File: config.mk
export PLATFORM = sky130hd
export DESIGN_NAME = frame_sequencer
export DESIGN_NICKNAME = d
export VERILOG_FILES = /design/src/rtl/frame_sequencer.sv
export SDC_FILE = /design/constraint.sdc
export NUM_CORES = 1
export LEC_CHECK = 0
export ABC_AREA = 1
export ABC_CLOCK_PERIOD_IN_PS = 5100
export BUFFER_PORTS_ARGS = -buffer_cell sky130_fd_sc_hd__buf_2
export CAP_MARGIN = 15
export CORE_UTILIZATION = 40
export CTS_CLUSTER_SIZE = 12
export DETAILED_ROUTE_END_ITERATION = 10
export GPL_TIMING_DRIVEN = 0
export SYNTH_ARGS = -nofsm -noshare
export SYNTH_HDL_FRONTEND = slang
export SYNTH_SLANG_ARGS = --single-unit
File: constraint.sdc
create_clock -name clock -period 5.1 [get_ports clock]
set_input_delay 0.765 -clock clock [delete_from_list [all_inputs] [get_ports clock]]
set_output_delay 0.765 -clock clock [all_outputs]
set_load 0.02 [all_outputs]
File: src/rtl/frame_sequencer.sv
// frame_sequencer: walks enabled sub-block tasks (init tasks once, then a repeating frame loop) and arbitrates the shared buses.
module frame_sequencer #(
   parameter int N_TASKS   = 4,
   parameter int LOOP_FROM = 1,
   parameter int TIMEOUT_W = 20
) (
   input  logic               clock,
   input  logic               reset,
   input  logic               go,
   input  logic               pause,
   input  logic [N_TASKS-1:0] enable_mask,
   input  logic [N_TASKS-1:0] task_done,
   output logic [N_TASKS-1:0] task_start,
   output logic [2:0]         owner,
   output logic               owner_valid,
   output logic               busy,
   output logic [15:0]        frame_count,
   output logic               timeout_err
);
   typedef enum logic [2:0] {IDLE, SELECT, START, WAIT, HOLD} state_t;
   localparam logic [2:0] FIRST = 3'(LOOP_FROM);
   localparam logic [2:0] LAST  = 3'(N_TASKS - 1);
   state_t state, next;
   logic [2:0] idx;
   logic [TIMEOUT_W-1:0] wd;
   logic ran;
   logic [N_TASKS-1:0] sel;
   logic sel_en, last, timed_out, task_end, empty, advance;
   always_comb begin
      sel       = N_TASKS'(1) << idx;
      sel_en    = |(enable_mask & sel);
      last      = idx == LAST;
      timed_out = &wd;
      task_end  = |(task_done & sel) || timed_out;
      // ran marks a loop-region start since the last wrap; a pass without one is empty
      empty     = state == SELECT && !sel_en && last && !ran;
      advance   = (state == SELECT && !sel_en && !empty) || (state == WAIT && task_end);
   end
   always_ff @(posedge clock or negedge reset)
      if (!reset) begin
         state       <= IDLE;
         idx         <= 3'd0;
         wd          <= '0;
         ran         <= 1'b0;
         frame_count <= 16'd0;
         timeout_err <= 1'b0;
      end else begin
         state <= next;
         idx   <= (state == IDLE || empty) ? 3'd0 : advance ? (last ? FIRST : idx + 3'd1) : idx;
         ran   <= (state == IDLE || (advance && last)) ? 1'b0 : (state == START && idx >= FIRST) ? 1'b1 : ran;
         wd    <= (state == START) ? '0 : (state == WAIT) ? wd + TIMEOUT_W'(1) : wd;
         if (advance && last) frame_count <= frame_count + 16'd1;
         if (state == WAIT && timed_out) timeout_err <= 1'b1;
      end
   always_comb begin
      next = state;
      case (state)
         IDLE:    next = go ? SELECT : IDLE;
         SELECT:  next = sel_en ? START : empty ? IDLE : SELECT;
         START:   next = WAIT;
         WAIT:    next = task_end ? HOLD : WAIT;
         HOLD:    next = pause ? HOLD : SELECT;
         default: next = IDLE;
      endcase
   end
   always_comb begin
      task_start  = (state == START) ? sel : '0;
      owner_valid = state == WAIT;
      owner       = owner_valid ? idx : 3'd0;
      busy        = state != IDLE;
   end
endmodule

[Yosys cells after proc, flatten, opt, wreduce, memory -nomap -nowiden]
Index checks and enable logic that the tools add are counted.
Storage, ports and cells
  logic and storage cells: 56
  bits of input ports: 12
  output and inout bits: 26
  flip-flop bits (word level): 44
Operators by class
  add/subtract/negate cells: 3
  bitwise operators: 2
  equal/unequal tests: 5
  shift-type cells: 1
  muxes and demuxes: 15
  order comparisons: 1
  reduce and logical (&&, ||, !) cells: 23
Operator list (number)
  two-way mux 20 bit: 2
  adder 20 x 1 -> 20 bit (second input constant): 1
  AND reduction 20 bit: 1
  two-way mux 3 bit: 6
  adder 16 x 1 -> 16 bit (second input constant): 1
  case mux 3 bit (5 select lines): 1
  == test 3 x 2 -> 1 bit (second input constant): 3
  AND 4 bit: 2
  logical AND 1 bit: 8
  OR reduction 4 bit: 2
  nonzero test 2 bit: 3
  logical OR 1 bit: 4
  two-way mux 1 bit: 4
  two-way mux 4 bit: 1
  << shifter 1 x 3 -> 4 bit (first input constant): 1
  adder 3 x 1 -> 3 bit (second input constant): 1
  == test 3 x 1 -> 1 bit (second input constant): 1
  == test 3 bit (second input constant): 1
  >= comparator 3 x 1 -> 1 bit (second input constant): 1
  logical NOT 1 bit: 3
  logical NOT 3 bit: 1
  nonzero test 3 bit: 1
  two-way mux 2 bit: 1

[Depth between registers and ports, before layout]
  word-level depth: 13
  mapped depth: 12
  mapped depth without buffers: 11

[Worst setup path before layout]
No wires, ideal clock.
  path kind: reg2out
  from: reg state[2]
  to: out task_start[1]
  path buffers: 1
  arrival time: 1.371 ns
  data required time: 4.335 ns
  path slack: 2.964 ns
  cell stages (with the launch flop): 7
  cells stage by stage: dfrtp_1 inv_2 nand2_2 inv_1 nand2_1 buf_2 nor3_1
On the way
  word-level cells in the longest chain between the ends: 2
Ends and longest elaborated chain
  start: declaration: line 23  | state_t state, next;
  start signal: assignment: line 48  | state <= next;
  == test 3 x 2 -> 1 bit: line 67  | task_start = (state == START) ? sel : '0;
  two-way mux 4 bit: line 67
  end: declaration: line 13  | output logic [N_TASKS-1:0] task_start,
Every way passes these cells.

[Worst setup path after layout]
Ends and elaborated chain as after synthesis.

==> impl_metrics.json <==
{
  "status": "finished, final reports clean",
  "core_area_um2": 6390,
  "synth_common_cells": "nand2_1, dfrtp_1, nor2_1",
  "nFillCells": 664,
  "syn-mean-instance-area_um2": 7.31,
  "firstDrtPassIters": 4,
  "synth-edff-count": 0,
  "worst_slew_pin_slew_ns": 0.984,
  "wl_per_cell_um": 12.8,
  "cp_data_arrival_time_ns": 1.71,
  "antennaDiodeCount": 0,
  "syn_to_final_growth_pct": 13.5,
  "post-route-min-period_ns": 2.48,
  "drtIter0Drc": 145,
  "startpoint": "state[2]",
  "cts_tree": "built",
  "synth_top_area_share_pct": 41.4,
  "vias": 2429,
  "ys_types": 36,
  "ctsHoldBuffers": 0,
  "vdd_ir_drop_max_v": 0.000225,
  "rsz0062_at_grt": "no",
  "antenna_found_initial": 0,
  "pre_cts_slack_ns": 2.96,
  "clkSlewWorstSetupHoldPaths_ns": 0.08,
  "ys_warn_count": 0,
  "dieWidth_um": 83.6,
  "io_pins": 38,
  "r2r-start": "idx[0]",
  "synth_ff_type": "dfrtp_1",
  "start_util_pct": 41.7,
  "synth_seq_cells": 44,
  "p_leak_nw": 1.52,
  "cts.sinks": 44,
  "synth_seq_area_share_pct": 41.4,
  "reg2reg_to": "frame_count[11]",
  "fp.dieH_um": 83.6,
  "drv.max_cap_violation_count": 0,
  "numCtsBuffers": 5,
  "grt_pass1_vias": 2370,
  "worst_slack_ns": 2.62,
  "yosys-top-cells-area": "dfrtp_1, nand2_1, nand3_1",
  "track_usage_pct": 19.0,
  "ctsResizeCount": 0,
  "drv_slew": 0,
  "ff2ff_path_depth": 11,
  "ff_latch_area_um2": 1100,
  "viasPerCell": 5.01,
  "fin_skew_ns": 0.00925,
  "syn_area_um2": 2660,
  "drt_wl_total_um": 6180,
  "setup_viol": 0,
  "yosysMostFrequentCell": "nand2_1",
  "hold_viol_final": 0,
  "synthCells": 364,
  "fin_nets": 426,
  "clk-insertion-delay-late_ns": 0.30,
  "clock_path_buffers": 2,
  "portBuffers": 37,
  "fin_crit_sh_pct": 48.5,
  "rows": 29,
  "fin_tns_setup_ns": 0,
  "crit_fanout": 10,
  "startpoint_type": "register",
  "die_area_um2": 6990,
  "reg2reg_setup_slack_ns": 3.23,
  "multiInputGateArea_um2": 1350,
  "grt_first_pass_wirelength_um": 10800,
  "crit_path_end_kind": "output pin",
  "dp_hpwl_um": 4650,
  "crit_end": "task_start[1]",
  "gp_congestion": 0.844,
  "overflow": 0,
  "htree_levels": 2,
  "cts-root-buf": "clkbuf_8",
  "required_ns": 4.34,
  "hold_class": "reg2reg",
  "grt_max_degree": 45,
  "power_density_nw_per_um2": 339,
  "drcViolationCount": 0,
  "async_flop_share_pct": 100,
  "ant_nets": 0,
  "drive_above_1_share_pct": 16.2,
  "slew_headroom_pct": 34.4,
  "cts_setup_buffers": 0,
  "yosysTopAreaCell": "dfrtp_1",
  "max_freq_ghz": 0.404,
  "syn_nets": 382,
  "worstSetupPathType": "reg2out"
}
[through the flow]
step	util (%)	instance area, um^2	instances	power (mW)	hold WS, ns
6_report	47.3	3020	485	1.02	0.475
5_1_grt	47.3	3020	485	1.10	0.501
4_1_cts	47.3	3020	485	1.04	0.478
3_5_place_dp	46.1	2940	478	0.826	0.458
3_3_place_gp	46.1	2940	478	0.820	0.449
2_1_floorplan	-	2660	364	0.706	0.455
[cell families (layout without fill, tap and decap cells)]
logic type | Yosys count | count (layout) | share of synthesized area [%]
adder cells (fa/ha/maj) | 6 | 6 | 2.82
AND/OR/NAND/NOR | 216 | 216 | 36.0
XOR/XNOR | 12 | 12 | 3.95
buffers and inverters | 50 | 94 | 7.99
flip-flops | 44 | 44 | 41.4
AO/OA/AOI/OAI | 36 | 36 | 7.85
[routing by layer]
| layer | part of all wire, % | wire length, um | vias up | global-route usage, % |
|---|---|---|---|---|
| met3 | 1.8 | 114 | 8 | 2.77 |
| met2 | 47 | 2930 | 21 | 32.3 |
| met5 | 0 | 0 | - | 0 |
| li1 | - | - | 1266 | - |
| met1 | 49 | 3060 | 1134 | 25.1 |
| met4 | 1.3 | 79 | 0 | 5.86 |
[placed cells by master, fill, tap and decap left out, types with 2 or more instances in the layout]
cell	Yosys	final
a21oi_1	14	14
buf_2	2	39
buf_4	2	2
buf_6	2	2
clkbuf_1	1	2
clkbuf_8	0	5
dfrtp_1	44	44
ha_1	6	6
inv_1	40	40
inv_2	2	2
nand2_1	94	94
nand2_2	6	6
nand3_1	41	41
nand4_1	8	8
nor2_1	43	43
nor2_2	3	3
nor3_1	14	14
o21a_1	2	2
o21ai_0	10	10
o21ai_1	2	2
o31ai_1	2	2
xnor2_1	4	4
xor2_1	8	8
[worst min-delay path by stage]
stage                        to         from  depth (start not counted)  slack, ns
global route        timeout_err  timeout_err                          2       0.50
CTS                 timeout_err  timeout_err                          2       0.48
floorplan                 wd[2]        wd[2]                          1       0.46
detailed placement  timeout_err  timeout_err                          2       0.46
finish              timeout_err  timeout_err                          2       0.47
global placement    timeout_err  timeout_err                          2       0.45
[report_power, final]
| group | internal (mW) | switching [mW] | total, mW |
|---|---|---|---|
| Clock | 0.0932 | 0.113 | 0.206 |
| Sequential | 0.387 | 0.0380 | 0.425 |
| Combinational | 0.124 | 0.268 | 0.393 |
| Total | 0.605 | 0.419 | 1.02 |
[flip-flops by register name, indices dropped and copies added (netlist names)]
name         count
frame_count     16
ran              1
wd              20
timeout_err      1
state            3
idx              3
[cell type report]
cell class / instances / share of cell area (%)
Buffer: 7 / 1.70
Clock buffer: 6 / 2.40
Clock inverter: 1 / 0.166
Inverter: 43 / 5.34
Multi-Input combinational cell: 270 / 44.6
Sequential cell: 44 / 36.4
Tap cell: 77 / 3.19
Timing Repair Buffer: 37 / 6.13
[worst max-delay path, cell delays in order (launching register included)]
cell     delay [ns]
dfrtp_1        0.43
inv_2          0.08
nand2_2        0.14
inv_1          0.14
nand2_1        0.08
buf_2          0.21
nor3_1         0.15
buf_2          0.19
No activity file was read; power rests on OpenSTA's default activity.
